[src/rtl/alu_pkg.sv]
// Shared opcodes, flag bit positions and FSM state encoding for the ALU core.
package alu_pkg;

  localparam logic [3:0] MODE_ADD  = 4'b0000;
  localparam logic [3:0] MODE_ADC  = 4'b0001;
  localparam logic [3:0] MODE_SUB  = 4'b0010;
  localparam logic [3:0] MODE_SBB  = 4'b0011;
  localparam logic [3:0] MODE_SHL1 = 4'b0100;
  localparam logic [3:0] MODE_SHR1 = 4'b0101;
  localparam logic [3:0] MODE_AND  = 4'b0110;
  localparam logic [3:0] MODE_OR   = 4'b0111;
  localparam logic [3:0] MODE_NOT  = 4'b1000;
  localparam logic [3:0] MODE_XOR  = 4'b1001;
  localparam logic [3:0] MODE_NAND = 4'b1010;
  localparam logic [3:0] MODE_NOR  = 4'b1011;
  localparam logic [3:0] MODE_MUL  = 4'b1100;
  localparam logic [3:0] MODE_SHLN = 4'b1101;
  localparam logic [3:0] MODE_SHRN = 4'b1110;
  localparam logic [3:0] MODE_CLF  = 4'b1111;

  localparam int FLAG_CARRY  = 0;
  localparam int FLAG_BORROW = 1;
  localparam int FLAG_ZERO   = 2;
  localparam int FLAG_LT     = 3;

  typedef enum logic [1:0] {
    IDLE = 2'd0,
    RUN  = 2'd1,
    HOLD = 2'd2
  } state_e;

endpackage

[src/rtl/alu_logic.sv]
// Single-cycle ALU results with carry/borrow-out; iterative opcodes pass a through.
module alu_logic
  import alu_pkg::*;
#(
  parameter int WIDTH = 4
) (
  input  logic [WIDTH-1:0] a_i,
  input  logic [WIDTH-1:0] b_i,
  input  logic [3:0]       mode_i,
  input  logic             carry_i,
  input  logic             borrow_i,
  output logic [WIDTH-1:0] y_o,
  output logic             carry_o,
  output logic             borrow_o
);

  logic [WIDTH:0] sum;
  logic [WIDTH:0] diff;

  always_comb begin
    sum      = {1'b0, a_i} + {1'b0, b_i}
             + {{WIDTH{1'b0}}, (mode_i == MODE_ADC) & carry_i};
    // bit WIDTH of the extended difference is the borrow-out
    diff     = {1'b0, a_i} - {1'b0, b_i}
             - {{WIDTH{1'b0}}, (mode_i == MODE_SBB) & borrow_i};
    y_o      = a_i;
    carry_o  = 1'b0;
    borrow_o = 1'b0;
    case (mode_i)
      MODE_ADD, MODE_ADC: begin
        y_o     = sum[WIDTH-1:0];
        carry_o = sum[WIDTH];
      end
      MODE_SUB, MODE_SBB: begin
        y_o      = diff[WIDTH-1:0];
        borrow_o = diff[WIDTH];
      end
      MODE_SHL1: begin
        y_o     = {a_i[WIDTH-2:0], 1'b0};
        carry_o = a_i[WIDTH-1];
      end
      MODE_SHR1: y_o = {1'b0, a_i[WIDTH-1:1]};
      MODE_AND:  y_o = a_i & b_i;
      MODE_OR:   y_o = a_i | b_i;
      MODE_NOT:  y_o = ~a_i;
      MODE_XOR:  y_o = a_i ^ b_i;
      MODE_NAND: y_o = ~(a_i & b_i);
      MODE_NOR:  y_o = ~(a_i | b_i);
      MODE_CLF:  y_o = '0;
      default:   y_o = a_i;
    endcase
  end

endmodule

[src/rtl/alu_core.sv]
// Handshaked ALU: IDLE/RUN/HOLD FSM, iterative multiply and shift datapath, flag register.
module alu_core
  import alu_pkg::*;
#(
  parameter int WIDTH = 4
) (
  input  logic             clk,
  input  logic             rst,
  input  logic             in_valid,
  output logic             in_ready,
  input  logic [WIDTH-1:0] a,
  input  logic [WIDTH-1:0] b,
  input  logic [3:0]       mode,
  output logic             out_valid,
  input  logic             out_ready,
  output logic [WIDTH-1:0] c,
  output logic [3:0]       flags
);

  localparam int CNT_W = $clog2(WIDTH + 1);

  state_e             state_q, state_d;
  logic [CNT_W-1:0]   cnt_q, cnt_d;
  logic [WIDTH-1:0]   c_q, c_d;
  logic [3:0]         flags_q, flags_d;
  logic [3:0]         op_q, op_d;
  logic               lt_q, lt_d;
  logic [2*WIDTH-1:0] acc_q, acc_d;
  logic [2*WIDTH-1:0] mcand_q, mcand_d;
  logic [WIDTH-1:0]   mplier_q, mplier_d;
  logic               sh_out_q, sh_out_d;

  logic               accept;
  logic [WIDTH-1:0]   logic_y;
  logic               logic_carry, logic_borrow;
  logic               go_hold, wr_carry, wr_borrow, clr_cb;
  logic [WIDTH-1:0]   res_c, sh;
  logic               res_carry, res_borrow, res_lt, sh_any;
  logic [2*WIDTH-1:0] prod;

  alu_logic #(.WIDTH(WIDTH)) u_logic (
    .a_i      (a),
    .b_i      (b),
    .mode_i   (mode),
    .carry_i  (flags_q[FLAG_CARRY]),
    .borrow_i (flags_q[FLAG_BORROW]),
    .y_o      (logic_y),
    .carry_o  (logic_carry),
    .borrow_o (logic_borrow)
  );

  assign in_ready  = (state_q == IDLE) || ((state_q == HOLD) && out_ready);
  assign accept    = in_valid && in_ready;
  assign out_valid = (state_q == HOLD);
  assign c         = c_q;
  assign flags     = flags_q;

  always_comb begin
    state_d    = state_q;
    cnt_d      = cnt_q;
    c_d        = c_q;
    flags_d    = flags_q;
    op_d       = op_q;
    lt_d       = lt_q;
    acc_d      = acc_q;
    mcand_d    = mcand_q;
    mplier_d   = mplier_q;
    sh_out_d   = sh_out_q;
    go_hold    = 1'b0;
    wr_carry   = 1'b0;
    wr_borrow  = 1'b0;
    clr_cb     = 1'b0;
    res_c      = '0;
    res_carry  = 1'b0;
    res_borrow = 1'b0;
    res_lt     = lt_q;
    prod       = acc_q + (mplier_q[0] ? mcand_q : '0);
    sh         = '0;
    sh_any     = 1'b0;

    if ((state_q == HOLD) && out_ready) state_d = IDLE;

    // one multiply add-step or one single-bit shift per RUN cycle
    if (state_q == RUN) begin
      cnt_d = cnt_q - CNT_W'(1);
      if (op_q == MODE_MUL) begin
        acc_d     = prod;
        mcand_d   = mcand_q << 1;
        mplier_d  = mplier_q >> 1;
        res_c     = prod[WIDTH-1:0];
        res_carry = |prod[2*WIDTH-1:WIDTH];
        wr_carry  = 1'b1;
      end else if (op_q == MODE_SHLN) begin
        sh        = acc_q[WIDTH-1:0] << 1;
        sh_any    = sh_out_q | acc_q[WIDTH-1];
        acc_d     = {{WIDTH{1'b0}}, sh};
        sh_out_d  = sh_any;
        res_c     = sh;
        res_carry = sh_any;
        wr_carry  = 1'b1;
      end else begin
        sh    = acc_q[WIDTH-1:0] >> 1;
        acc_d = {{WIDTH{1'b0}}, sh};
        res_c = sh;
      end
      if (cnt_q == CNT_W'(1)) go_hold = 1'b1;
    end

    if (accept) begin
      op_d   = mode;
      lt_d   = (a < b);
      res_lt = (a < b);
      if (mode == MODE_MUL) begin
        state_d  = RUN;
        cnt_d    = CNT_W'(WIDTH);
        acc_d    = '0;
        mcand_d  = {{WIDTH{1'b0}}, a};
        mplier_d = b;
      end else if ((mode == MODE_SHLN) || (mode == MODE_SHRN)) begin
        acc_d    = {{WIDTH{1'b0}}, a};
        sh_out_d = 1'b0;
        if (b == '0) begin
          go_hold  = 1'b1;
          res_c    = a;
          wr_carry = (mode == MODE_SHLN);
        end else begin
          state_d = RUN;
          cnt_d   = (int'(b) >= WIDTH) ? CNT_W'(WIDTH) : CNT_W'(b);
        end
      end else begin
        go_hold    = 1'b1;
        res_c      = logic_y;
        res_carry  = logic_carry;
        res_borrow = logic_borrow;
        wr_carry   = (mode == MODE_ADD) || (mode == MODE_ADC) || (mode == MODE_SHL1);
        wr_borrow  = (mode == MODE_SUB) || (mode == MODE_SBB);
        clr_cb     = (mode == MODE_CLF);
      end
    end

    // flags and result register change only on entry to HOLD
    if (go_hold) begin
      state_d            = HOLD;
      c_d                = res_c;
      flags_d[FLAG_ZERO] = (res_c == '0);
      flags_d[FLAG_LT]   = res_lt;
      if (wr_carry)  flags_d[FLAG_CARRY]  = res_carry;
      if (wr_borrow) flags_d[FLAG_BORROW] = res_borrow;
      if (clr_cb) begin
        flags_d[FLAG_CARRY]  = 1'b0;
        flags_d[FLAG_BORROW] = 1'b0;
      end
    end
  end

  always_ff @(posedge clk) begin
    if (rst) begin
      state_q <= IDLE;
      cnt_q   <= '0;
      c_q     <= '0;
      flags_q <= '0;
    end else begin
      state_q <= state_d;
      cnt_q   <= cnt_d;
      c_q     <= c_d;
      flags_q <= flags_d;
    end
  end

  always_ff @(posedge clk) begin
    op_q     <= op_d;
    lt_q     <= lt_d;
    acc_q    <= acc_d;
    mcand_q  <= mcand_d;
    mplier_q <= mplier_d;
    sh_out_q <= sh_out_d;
  end

endmodule

[config.mk]
export PLATFORM = sky130hd
export DESIGN_NAME = alu_core
export DESIGN_NICKNAME = d
export VERILOG_FILES = /design/src/rtl/alu_pkg.sv /design/src/rtl/alu_logic.sv /design/src/rtl/alu_core.sv
export SDC_FILE = /design/constraint.sdc
export NUM_CORES = 1
export LEC_CHECK = 0
export BUFFER_PORTS_ARGS = -buffer_cell sky130_fd_sc_hd__clkbuf_2
export CAP_MARGIN = 10
export CORE_AREA = 5 5 114 116
export DETAILED_ROUTE_END_ITERATION = 12
export DIE_AREA = 0 0 119 121
export MAX_ROUTING_LAYER = met4
export PLACE_DENSITY = 0.55
export SLEW_MARGIN = 20
export SYNTH_ARGS = -nofsm -noshare
export SYNTH_HDL_FRONTEND = slang
export SYNTH_HIERARCHICAL = 1
export SYNTH_SLANG_ARGS = --single-unit
[constraint.sdc]
create_clock -name clk -period 4.2 [get_ports clk]
set_input_delay 1.26 -clock clk [delete_from_list [all_inputs] [get_ports clk]]
set_output_delay 1.26 -clock clk [all_outputs]
set_load 0.02 [all_outputs]
=== Word-level counts from Yosys, hierarchy flattened ===
Cells that the tools add are included.

* Multiplexer cells: 75
* Bitwise gates (word level): 9
* Eq/ne operators: 20
* Reduce and logical (&&, ||, !) cells: 19
* Magnitude comparators: 2
* $add $sub $neg: 6

{| class="wikitable"
|+ Operator list
! cell !! number
|-
| $mux 8 || 10
|-
| $mux 4 || 12
|-
| $pmux 4 s11 || 1
|-
| $eq 4x4->1 const B || 10
|-
| $mux 1 || 38
|-
| $mux 3 || 6
|-
| $eq 4x3->1 const B || 4
|-
| $mux 2 || 7
|-
| $logic_not 4->1 || 3
|-
| $not 4->4 || 3
|-
| $add 8x8->8 || 1
|-
| $eq 4x2->1 const B || 2
|-
| $reduce_or 2->1 || 3
|-
| $add 4x4->5 || 1
|-
| $add 5x1->5 || 1
|-
| $logic_or 1x1->1 || 5
|-
| $sub 4x4->5 || 1
|-
| $sub 5x1->5 || 1
|-
| $and 4x4->4 || 1
|-
| $eq 4x1->1 const B || 1
|-
| $ge 4x3->1 const B || 1
|-
| $lt 4x4->1 || 1
|-
| $or 4x4->4 || 1
|-
| $reduce_and 2->1 || 2
|-
| 12 further kinds || 15
|}

* Register bits: 39
* Logic and storage cells: 144
* Input bits: 16

=== Logic depth before layout (Yosys ltp) ===
* Depth after elaboration: 10
* Mapped depth: 17

=== Modules after synthesis ===
The synthesis kept the hierarchy.

{| class="wikitable"
|+ Modules (own cells, without submodules)
! module !! times used !! area each (um^2) !! cells an instance
|-
| alu_core || 1 || 2409.8 || 287
|-
| alu_logic || 1 || 920.9 || 125
|}

=== Least setup slack after synthesis ===
Ideal clock, no wire load.

* Path kind: input to register
* Start point: input port mode[3]
* End point: register flags_q[2], in the netlist flags[2]
* Setup slack: -300 ps
* Cell stages on the path: 17
* Data required time: 4116 ps
* Setup time: 84 ps
* Data arrival time: 4416 ps
* Path through: buf_2 buf_2 nor2_1 nand4_1 fa_1 inv_1 ha_1 or2_1 fa_1 nor2b_1 a21oi_1 o211ai_1 a31oi_1 nor3_1 a221oi_2 or3b_1 o31ai_2

* Cells in the longest elaborated chain, start to end: 8

{| class="wikitable"
|+ Ends and longest elaborated chain
! item !! line !! source
|-
| from (decl) || alu_core.sv:13 || <nowiki>input logic [3:0] mode,</nowiki>
|-
| $eq 4x2->1 or $eq 4x1->1 (tied branches) || alu_logic.sv:25, alu_logic.sv:29, alu_logic.sv:22 ||
|-
| $and 1x1->1, on equally long branches || alu_logic.sv:25, alu_logic.sv:22 ||
|-
| $sub 5x1->5 or $add 5x1->5 (tied branches) || alu_logic.sv:25, alu_logic.sv:22 ||
|-
| $pmux 4 s11 (*) || alu_logic.sv:29 || <nowiki>case (mode_i)</nowiki>
|-
| net logic_y[1] || alu_core.sv:34 || <nowiki>logic [WIDTH-1:0] logic_y;</nowiki>
|-
| $mux 4 (*) || alu_core.sv:119 || <nowiki>end else if ((mode == MODE_SHLN) || (mode == MODE_SHRN)) begin</nowiki>
|-
| $mux 4 (*) || alu_core.sv:113 || <nowiki>if (mode == MODE_MUL) begin</nowiki>
|-
| $mux 4 (*) || alu_core.sv:109 || <nowiki>if (accept) begin</nowiki>
|-
| $logic_not 4->1 (*) || alu_core.sv:145 || <nowiki>flags_d[FLAG_ZERO] = (res_c == '0);</nowiki>
|-
| to (signal assigned) || alu_core.sv:166 || <nowiki>flags_q <= flags_d;</nowiki>
|-
| to (decl) || alu_core.sv:25 || <nowiki>logic [3:0] flags_q, flags_d;</nowiki>
|}

The timed path passes the listed nets; every way through them passes the cells marked *.
A chain may end at the register's enable or synchronous reset.

=== Final worst setup path ===
* Start point: input port mode[2]
* End point: register flags_q[2], in the netlist flags[2]

The elaborated chain is that of the path after synthesis.

==> impl_metrics.csv <==
group,metric,value,unit
power_and_ir_drop,peakVddDrop,169,µV
sta,fin_crit_sh,0.962,
synth,yosys.area_share.adder,0.128,
cts,clk_latency,290,ps
cts,clock_sinks,39,
critical_path,critPathMaxStageDelay,530,ps
grt,grt_max_degree,33,
placed_design,port_buffers,25,
sta,fin_skew,7.84,ps
cts,cts_max_path_buffers,2,
cts,cts_buffers,5,
status,status,"complete, no violations",
sta,hold_viol_final,0,
synth,synth_most_common_cell,"nand2_1",
critical_path,end_kind,"flip-flop",
finish,drive_gt1_frac,0.186,
cts,root_buffer,"clkbuf_16",
power_and_ir_drop,p_per_area,364,nW/µm²
synth,synth_top_family_by_area,"simple AND/OR/NAND/NOR gates",
sta,tns,0,ps
critical_path,cp-startpoint,"mode[2]",
synth,synth_area_leaders,"dfxtp_1, ha_1, nand2_1, a21oi_1, edfxtp_1",
sta,max_freq,248,MHz
floorplan,rows,40,
placed_design,dp_hpwl,6840,µm
critical_path,crit_arrival,4240,ps
floorplan,die_width,119,µm
detailed_routing,wl,8920,µm
detailed_routing,wl_met2,4100,µm
cts,clk_pin_slew,60,ps
floorplan,core-area,11800,µm²
worst_hold_path,hold_path_class,"reg2reg",
sta,slew_headroom,0.497,
detailed_routing,drt_first_pass_iters,5,
synth,syn_area_per_cell,8.08,µm²
cts,cts_setup_buffers,0,
worst_hold_path,worstHoldStart,"mcand_q[7]",
synth,synthTopCellsByCount,"nand2_1, dfxtp_1, nor2_1",
detailed_routing,antenna_left,0,
worst_hold_path,hold_path_end,"mcand_q[7]",
detailed_routing,wl_per_cell,15.2,µm
synth,synthFlopType,"dfxtp_1",
grt,gr-total-overflow,0,
synth,synth.top_cell.area_share,0.210,
grt,grt_pass1_vias,2962,
synth,syn_inst,412,
floorplan,start_util,0.282,
detailed_routing,drc_errors,0,
power_and_ir_drop,leakage,0.00161,µW
synth,synth-compound-area-share,0.246,
detailed_routing,vias_per_cell,5.27,
worst_hold_path,min_path_cells,2,
cts,hold_buffers,0,
cts,cts-resized-gates,0,
grt,grt_first_pass_wirelength,15000,µm
finish,final_cells,587,
cts,cts_max_level,2,
synth,yosys_warnings,6,
synth,async_flop_share,0,
cts,cts_tree,"yes",
synth,synthDistinctLibCells,78,
synth,syn_area,3330,µm²
sta,finalSetupViolations,0,
critical_path,rrSetupSlack,990,ps
sta,rsz0062_at_grt,"yes",
synth,seq_area_frac_synth,0.246,
critical_path,rr_worst_depth,14,
sta,slew_violations,0,
detailed_routing,drt-met1-wl,4390,µm
finish,area_delta_synth_final,15.1,%
grt,antenna_found_initial,0,
synth,yosys.area_share.simple,0.266,
synth,synth_seq_cells,39,
synth,synthMuxAreaShare,0.0210,
synth,synth_xor_area_frac,0.0285,
critical_path,r2r-start,"flags[1]",
finish,utilization,0.325,
critical_path,slowest_stage,"fa_1",
finish,nets,486,
detailed_routing,dr_total_vias,3095,
detailed_routing,top_layer,"met4",
critical_path,startpoint_type,"primary input",
finish,diodes,0,
detailed_routing,drt-initial-drc-count,234,
floorplan,die_h,121,µm
synth,syn-num-nets,459,
placed_design,dp_cells,579,
run,drv_cap,0,
floorplan,die-area,14400,µm²
grt,track_usage,0.130,
critical_path,timing.rr.end,"flags[2]",
critical_path,cp_max_fo,2,
detailed_routing,wl_met3,320,µm
critical_path,path_cells,"clkbuf_2, nor2_2, nand4_1, fa_1, inv_1, ha_2, or2_4, fa_1, nor2b_1, a21oi_1, o211ai_1, a31oi_1, nor3_2, a221oi_2, or3b_1, o31ai_2",
synth,yosysTopAreaCell,"dfxtp_1",
floorplan,io_pins,26,
critical_path,required,4400,ps
sta,period_needed,4040,ps
sta,tightest_slew,755,ps
synth,synth_edf_count,4,
placed_design,place_congestion,0.895,
critical_path,critPathKind,"in2reg",
critical_path,crit_top_cell,"fa_1",
==> area by class of cell <==
cell class,count,area [µm²]
Multi-Input combinational cell,326,2310
Sequential cell,39,821
Fill cell,1286,7980
Timing Repair Buffer,42,253
Clock buffer,6,139
Clock inverter,2,35.0
Tap cell,147,184
Inverter,25,93.8
==> layout by cell type (no fill, tap or decap), types with 13 or more instances in the layout <==
cell      synthesis  routed
o21ai_0          16      16
clkbuf_2          0      25
nor2_1           32      31
dfxtp_1          35      35
nand2_1          48      48
buf_4             2      17
a21oi_1          29      29
nand3_1          13      13
inv_1            24      24
ha_1             26      25
==> where the power goes <==
part	leakage, µW	internal [µW]	total, µW	switching (µW)
Clock	0.0000868	295	449	154
Combinational	0.00120	205	460	256
Sequential	0.000328	436	484	47.5
==> worst max-delay path, delay by kind of cell <==
family                     cells  cell delay (ps)
AOI/OAI and AO/OA              5              580
buffers and inverters          2              150
and+or+nand+nor                6             1120
adders and majority gates      3             1130
==> registers in the layout, summed over array words and instances, names as in the netlist <==
register and flops:
cnt_q 3, mcand_q 8, state_q 2, lt_q 1, sh_out_q 1, acc_q 8
c 4, mplier_q 4, op_q 4, flags 4
==> stage by stage <==
stage	power, µW	instance area, µm²	hold WS, ps	worst slack (ps)
floorplan	826	3340	432	-202
global placement	938	3650	444	-147
detailed placement	944	3650	455	-178
CTS	1400	3820	463	104
global route	1480	3830	480	-64.5
finish	1390	3830	460	161
==> cell families (layout without fill, tap and decap cells) <==
kind of cell	after synthesis	in the layout
multiplexers	7	7
flip-flops	39	39
adder cells (fa/ha/maj)	31	31
buffers and inverters	47	75
XOR/XNOR	10	10
AO/OA/AOI/OAI	114	114
AND/OR/NAND/NOR	164	164
==> how the worst max path moves through the flow <==
stage	to	cells past startpoint	slack, ps
floorplan	flags[2]	17	-200
global placement	flags[2]	16	-150
detailed placement	flags[2]	16	-180
CTS	flags[2]	16	100
global route	flags[2]	16	-60
finish	flags[2]	16	160
==> metal layers <==
metal	vias up	GRT usage
li1	1542	-
met1	1474	0.177
met2	71	0.205
met3	8	0.0186
met4	0	0.0319
met5	-	-
No activity file was read; power rests on OpenSTA's default activity.
